$ cat src/rtl/gpi_debounce.sv
// Purpose: synchronise, debounce and edge-detect board general-purpose inputs, with a sticky pending flag per channel.
// Latency: a stable raw change reaches gp_o and rise_o/fall_o SyncStages + DebounceCycles cycles after the raw edge.
// Backpressure: none. Inputs are sampled every cycle; enable_i low freezes the filter but keeps the synchroniser running.
module gpi_debounce #(
    parameter int unsigned        NumChan        = 8,
    parameter int unsigned        SyncStages     = 2,
    parameter int unsigned        DebounceCycles = 50000,
    parameter logic [NumChan-1:0] ResetVal       = '0
) (
    input  logic               clk_sys_i,
    input  logic               rst_sys_i,
    input  logic [NumChan-1:0] gp_raw_i,
    input  logic               enable_i,
    input  logic [NumChan-1:0] pend_clr_i,
    output logic [NumChan-1:0] gp_o,
    output logic [NumChan-1:0] rise_o,
    output logic [NumChan-1:0] fall_o,
    output logic [NumChan-1:0] pend_o,
    output logic               any_pend_o
);

    // Counter only needs to reach DebounceCycles-1; acceptance happens on the
    // cycle the counter sits at that value, so it never wraps.
    localparam int unsigned       CntW   = $clog2(DebounceCycles + 1);
    localparam logic [CntW-1:0]   CntMax = CntW'(DebounceCycles - 1);

    // Synchroniser chain: stage 0 samples the pins, last stage feeds the filter.
    logic [SyncStages-1:0][NumChan-1:0] sync_q;
    logic [NumChan-1:0]                 level_s;

    // Per-channel filter state and registered outputs.
    logic [NumChan-1:0][CntW-1:0] cnt_q;
    logic [NumChan-1:0][CntW-1:0] cnt_d;
    logic [NumChan-1:0]           accept;
    logic [NumChan-1:0]           gp_q;
    logic [NumChan-1:0]           gp_d;
    logic [NumChan-1:0]           rise_q;
    logic [NumChan-1:0]           rise_d;
    logic [NumChan-1:0]           fall_q;
    logic [NumChan-1:0]           fall_d;
    logic [NumChan-1:0]           pend_q;
    logic [NumChan-1:0]           pend_d;
    logic                         any_pend_q;

    // Shift the raw pins through the synchroniser; runs independently of enable_i.
    always_ff @(posedge clk_sys_i or posedge rst_sys_i) begin
        if (rst_sys_i) begin
            sync_q <= {SyncStages{ResetVal}};
        end else begin
            sync_q <= {sync_q[SyncStages-2:0], gp_raw_i};
        end
    end

    assign level_s = sync_q[SyncStages-1];

    // Count consecutive cycles the synchronised level disagrees with gp_o;
    // any agreement or a disabled filter restarts the window from zero.
    always_comb begin
        cnt_d  = '0;
        accept = '0;
        for (int i = 0; i < NumChan; i++) begin
            if (enable_i && (level_s[i] != gp_q[i])) begin
                if (cnt_q[i] == CntMax) begin
                    accept[i] = 1'b1;
                end else begin
                    cnt_d[i] = cnt_q[i] + CntW'(1);
                end
            end
        end
    end

    // Next-state for level, edge pulses and the sticky pending flags.
    // Pending is set from the visible pulse, so a clear issued while the
    // pulse is on the output loses to the set.
    always_comb begin
        gp_d   = gp_q ^ accept;
        rise_d = accept & level_s;
        fall_d = accept & ~level_s;
        pend_d = (pend_q & ~pend_clr_i) | rise_q | fall_q;
    end

    // Filter counters.
    always_ff @(posedge clk_sys_i or posedge rst_sys_i) begin
        if (rst_sys_i) begin
            cnt_q <= '0;
        end else begin
            cnt_q <= cnt_d;
        end
    end

    // Debounced level and single-cycle edge pulses.
    always_ff @(posedge clk_sys_i or posedge rst_sys_i) begin
        if (rst_sys_i) begin
            gp_q   <= ResetVal;
            rise_q <= '0;
            fall_q <= '0;
        end else begin
            gp_q   <= gp_d;
            rise_q <= rise_d;
            fall_q <= fall_d;
        end
    end

    // Pending flags and their summary, registered together so they always agree.
    always_ff @(posedge clk_sys_i or posedge rst_sys_i) begin
        if (rst_sys_i) begin
            pend_q     <= '0;
            any_pend_q <= 1'b0;
        end else begin
            pend_q     <= pend_d;
            any_pend_q <= |pend_d;
        end
    end

    assign gp_o       = gp_q;
    assign rise_o     = rise_q;
    assign fall_o     = fall_q;
    assign pend_o     = pend_q;
    assign any_pend_o = any_pend_q;

endmodule

$ cat config.mk
export PLATFORM = sky130hd
export DESIGN_NAME = gpi_debounce
export DESIGN_NICKNAME = d
export VERILOG_FILES = /design/src/rtl/gpi_debounce.sv
export SDC_FILE = /design/constraint.sdc
export NUM_CORES = 1
export LEC_CHECK = 0
export ABC_AREA = 1
export CORE_ASPECT_RATIO = 0.8
export CORE_MARGIN = 10
export CORE_UTILIZATION = 35
export CTS_CLUSTER_DIAMETER = 120
export CTS_CLUSTER_SIZE = 30
export DETAILED_ROUTE_END_ITERATION = 7
export PLACE_DENSITY = 0.59
export SLEW_MARGIN = 20
export SYNTH_ARGS = -nofsm -noshare
export SYNTH_HDL_FRONTEND = slang
export SYNTH_SLANG_ARGS = --single-unit
$ cat constraint.sdc
create_clock -name clk_sys_i -period 9 [get_ports clk_sys_i]
set_input_delay 2.25 -clock clk_sys_i [delete_from_list [all_inputs] [get_ports clk_sys_i]]
set_output_delay 2.25 -clock clk_sys_i [all_outputs]
set_load 0.01 [all_outputs]
==> Word-level counts from Yosys, hierarchy flattened <==
Cells that the tools add are included.
{ "word_totals": {"reg_bits": 177, "in_bits": 19} }
{ "op_classes": {"add_sub_neg": 8, "n_eq_ne": 16, "mux": 32, "n_bitwise": 8, "reduce_logical": 9} }
{ "ops": {"columns": ["op", "count"], "rows": [
  ["two-way mux 16 bit", 16],
  ["adder 16 x 1 -> 16 bit, second input constant", 8],
  ["== test 16 bit, second input constant", 8],
  ["AND 8 bit", 3],
  ["two-way mux 1 bit", 16],
  ["inverter 8 bit", 2],
  ["OR 8 bit", 2],
  ["logical AND 1 bit", 8],
  ["inequality test 1 bit", 8],
  ["OR reduction 8 bit", 1],
  ["bitwise XOR 8 bit", 1]
]} }

==> Longest topological paths before layout <==
{ "depth": {"depth_word": 5, "mapped_depth": 7, "mapped_depth_nobuf": 7} }

==> Worst setup path before layout <==
OpenSTA, ideal clock, no wires.
{ "synth_path": {"path_type": "in2reg", "startpoint": "input port enable_i", "endpoint": "register gp_q[3] (netlist: gp_o[3])", "setup_time_ns": 0.121, "arrival_time_ns": 2.902, "setup_slack_ns": 5.977, "cell_stages": 6, "n_path_buf": 1, "path_cell_list": "buf_4 nand2_1 nor2_2 nand3_1 nand2_1 o21ai_1"} }
{ "synth_between": {"elab_chain_len": 3} }
{ "synth_rtl": {"columns": ["element", "line_no", "text"], "rows": [
  ["from (decl)", "13", "input logic enable_i,"],
  ["logical AND 1 bit", "62", "if (enable_i && (level_s[i] != gp_q[i])) begin"],
  ["two-way mux 1 bit", "62", null],
  ["bitwise XOR 8 bit", "76", "gp_d = gp_q ^ accept;"],
  ["via gp_d[3]", "36", "logic [NumChan-1:0] gp_d;"],
  ["to (signal assigned)", "94", "gp_q <= ResetVal;"],
  ["to (signal assigned)", "98", "gp_q <= gp_d;"],
  ["to (decl)", "35", "logic [NumChan-1:0] gp_q;"]
]} }
The timed path passes the listed nets, and every way through them passes these cells.

==> Final worst setup path <==
{ "layout_path": {"startpoint": "register gp_q[2] (netlist: gp_o[2])", "endpoint": "output port gp_o[2]"} }
{ "layout_lines": {"columns": ["element", "line_no", "text"], "rows": [
  ["to (decl)", "15", "output logic [NumChan-1:0] gp_o,"]
]} }
No word-level cell between the ends.

==> results.md <==
## Timing
• 0 ns — Setup TNS
• 0 — Setup violations, final
• false — unrepaired setup endpoints after global routing
• 268.4 MHz — achievable clock frequency
• 0.009835 ns — worst setup skew after layout
• 0.7465 ns — slew at the pin closest to its max-slew limit
• 0 — final count of hold timing violations
• 0 — max-slew violation count
• 41.40% — final worst path period share
• 0.3489 ns — final-layout worst hold slack
• 50.23% — worst slew slack as a fraction of its limit
• 3.726 ns — time the worst path needs with I/O delays and setup

## Clock network
• 0.43 ns — Skew-Pair Late Insertion Delay
• sky130_fd_sc_hd__clkbuf_16 — cell chosen for the clock root
• 2 — Bufs on Longest Clock Path
• 4 — H-tree depth
• 0.07 ns — register clock-pin slew on the reported worst setup and hold paths
• 17 — Inserted Clock Buffers
• 177 — clk sinks
• 0 — number of hold buffers added after CTS
• 0 — count of cells resized by post-cts repair
• built — CTS tree
• 0 — number of buffers added for setup after CTS

## Power and ir drop
• 4.633 nW — leakage component of the power
• 123.0 µV — largest vdd supply drop
• 1.657 mW — total power consumption of the routed design
• 160.7 nW/µm² — P per Cell Area

## Die
• 24,500 µm² — Core Area
• 51 — number of standard-cell rows in the floorplan
• 52 — num ports
• 35.77% — starting utilization of the core area
• 161.5 µm — Chip Height
• 31,810 µm² — total die area
• 196.9 µm — Die W

## Critical path
• clkdlybuf4s50_1 — critical path cell sequence
• flip-flop — startpoint type of the worst setup path
• sky130_fd_sc_hd__clkdlybuf4s50_1 — worst-path cell with the longest stage delay
• buffers and inverters — family with the most delay on the worst path
• 1.48 ns — arrival time of the worst setup path
• cnt_q[48] — reg-to-reg critical path startpoint
• flip-flop to output port — class of the most critical setup path
• cnt_q[56] — Worst R2R End
• 7.48 ns — R2R Setup Slk
• 0.63 ns — delay of the slowest cell on the worst path
• 1 — Buf/Inv on CP
• 6.75 ns — data required time at the worst endpoint
• output port — element type at the critical path end
• 1 — cell depth of the worst setup path
• 6 — Worst R2R Path Depth
• 5 — largest fanout on the critical path

## Drt
• 523 — DRT iter0 DRCs
• 0 — detailed-route DRC error count
• 6,873 — total via count in the routed design
• 18,870 µm — DRT Wirelength
• 0 — remaining number of nets flagged by the antenna check after routing
• 5 — 1st-pass router iterations
• 4.573 — post-DR vias/cell
• 12.55 µm — average routed wire per standard cell

## Place
• 13,600 µm — post-detailed-placement half-perimeter wirelength
• 51 — input/output buffers
• 0.8632 — weighted congestion at the end of routability-driven global placement

## Logic synthesis
• 50.54% — fraction of synthesized cell area taken by the top area cell type
• sky130_fd_sc_hd__dfrtp_1, sky130_fd_sc_hd__nor2_1, sky130_fd_sc_hd__nand2_1, sky130_fd_sc_hd__nand3_1, sky130_fd_sc_hd__inv_1 — Area contributors post-synth
• sky130_fd_sc_hd__dfrtp_1 — cell accounting for the most synthesized area
• 8765 µm² — cell area after technology mapping
• 27 — number of unique standard cell types used by synthesis
• 1,102 — count of mapped cells out of synthesis
• 7.953 µm² — Post-Syn Area per Cell
• 177 — synthesized flop and latch total
• sky130_fd_sc_hd__dfrtp_1 — ys flop type
• sky130_fd_sc_hd__nor2_1 — most used standard cell by instance count after synthesis
• 0 — Synth warnings
• sky130_fd_sc_hd__nor2_1, sky130_fd_sc_hd__nand2_1, sky130_fd_sc_hd__dfrtp_1 — most numerous cell types in the synthesized netlist
• 0 — number of enable flip-flop cells after synthesis
• 50.54% — sequential area share after synthesis
• 100.0% — async set-reset flop share out of synthesis
• 1,129 — syn nets

## Worst hold path
• flip-flop to flip-flop — classification of the worst-slack hold path
• level_s[6] — endpoint of the worst hold path
• sync_q[6] — source of the worst hold timing path
• 0 — number of cells on the worst hold path

## Final layout
• 5.907% — fraction of final layout cells sized beyond drive strength 1
• 3847 µm² — area occupied by multi-input gates
• 17.69% — Layout area overhead
• 0 — antenna fix cells
• 4429 µm² — FF+latch area
• 2,475 — filler cell count
• 1,199 — post-layout net count

## GRT
• 6,543 — number of global-route vias before repair
• 0 — number of antenna violations at the first check in global routing
• 32,700 µm — first-pass GRT wire length
• 0 — grt ovf
• 94 — maximum number of pins on one net before global-route repair
• 12.42% — aggregate global-route resource usage

## Flow run
• 0 — max-cap violations

## Status
• completed — run status

-- placed cells by master, fill, tap and decap left out --
cell and n:
sky130_fd_sc_hd__nand3_2 4, sky130_fd_sc_hd__clkbuf_16 17, sky130_fd_sc_hd__nor3_1 6, sky130_fd_sc_hd__o21ai_0 6, sky130_fd_sc_hd__clkinv_4 2, sky130_fd_sc_hd__clkinv_2 3
sky130_fd_sc_hd__xnor2_1 21, sky130_fd_sc_hd__dfrtp_1 177, sky130_fd_sc_hd__nor2_2 10, sky130_fd_sc_hd__a31oi_1 9, sky130_fd_sc_hd__clkinvlp_4 2, sky130_fd_sc_hd__nand2_4 1
sky130_fd_sc_hd__nand2_2 9, sky130_fd_sc_hd__ha_1 8, sky130_fd_sc_hd__nor2_4 9, sky130_fd_sc_hd__o21bai_2 1, sky130_fd_sc_hd__buf_6 1, sky130_fd_sc_hd__nor3_4 1
sky130_fd_sc_hd__nor2_1 297, sky130_fd_sc_hd__nor3b_1 2, sky130_fd_sc_hd__a21o_1 1, sky130_fd_sc_hd__xor2_1 40, sky130_fd_sc_hd__clkdlybuf4s50_1 51, sky130_fd_sc_hd__bufinv_16 4
sky130_fd_sc_hd__a21oi_1 13, sky130_fd_sc_hd__o21bai_1 11, sky130_fd_sc_hd__nand3b_1 2, sky130_fd_sc_hd__nand3_4 1, sky130_fd_sc_hd__inv_1 127, sky130_fd_sc_hd__nand2_1 212
sky130_fd_sc_hd__inv_6 3, sky130_fd_sc_hd__nand4_1 19, sky130_fd_sc_hd__nand3_1 108, sky130_fd_sc_hd__o21ai_1 5, sky130_fd_sc_hd__inv_8 2
-- report_power, final --
part	leakage [nW]	internal (mW)	switching, mW
registers	2.43	0.802	0.00590
logic	1.90	0.0151	0.0354
clock network	0.306	0.469	0.330
-- worst reg2reg max path: cells and delay by family, from the launching register on --
kind                       cells  cell delay, ns
DFF                            1            0.40
adders and majority gates      1            0.20
and+or+nand+nor                5            0.82
-- final cells by class --
type / count / area share, %
clock buffers: 17 / 4.124
clock inverters: 15 / 1.989
inverters: 128 / 4.731
multi-input cells: 796 / 37.30
flip-flops and latches: 177 / 42.94
well taps: 318 / 3.857
repair buffers: 52 / 5.058
-- metrics by stage --
step | setup slack, ns | instances | utilization [%] | area (µm²)
floorplan | 1.948 | 1102 | - | 8765
global placement | 4.570 | 1471 | 39.51 | 9681
detailed placement | 4.567 | 1471 | 39.51 | 9681
CTS | 5.032 | 1503 | 42.08 | 10310
global route | 5.196 | 1503 | 42.10 | 10310
finish | 5.274 | 1503 | 42.10 | 10310
-- flip-flops by register name, indices dropped and copies added, names as in the netlist --
| register | cells |
|---|---|
| pend_o | 8 |
| fall_o | 8 |
| any_pend_o | 1 |
| cnt_q | 128 |
| level_s | 8 |
| rise_o | 8 |
| sync_q | 8 |
| gp_o | 8 |
-- cell families after synthesis --
group | count (synthesis) | share of synthesized area (%)
fa+ha+maj | 8 | 1.142
simple gates | 681 | 33.49
flops | 177 | 50.54
compound gates | 46 | 3.169
buf+inv | 129 | 5.567
xor+xnor | 61 | 6.096
-- layer usage --
metal	GRT usage [%]	vias to the layer above	part of all wire, %
met5	0	-	0
met1	17.13	3150	50
li1	-	3597	-
met2	19.03	109	45
met4	3.350	0	0.96
met3	2.928	17	3.9
-- worst max-delay path by stage --
stage	slack, ns	endpoint	startpoint
after detailed placement	4.57	cnt_q[56]	rst_sys_i
after CTS	5.03	gp_o[2]	rst_sys_i
final	5.27	gp_o[2]	gp_o[2]
after global routing	5.20	gp_o[1]	gp_o[1]
after floorplan	1.95	any_pend_o	rst_sys_i
after global placement	4.57	pend_o[3]	rst_sys_i
(Power assumes the default switching activity.)
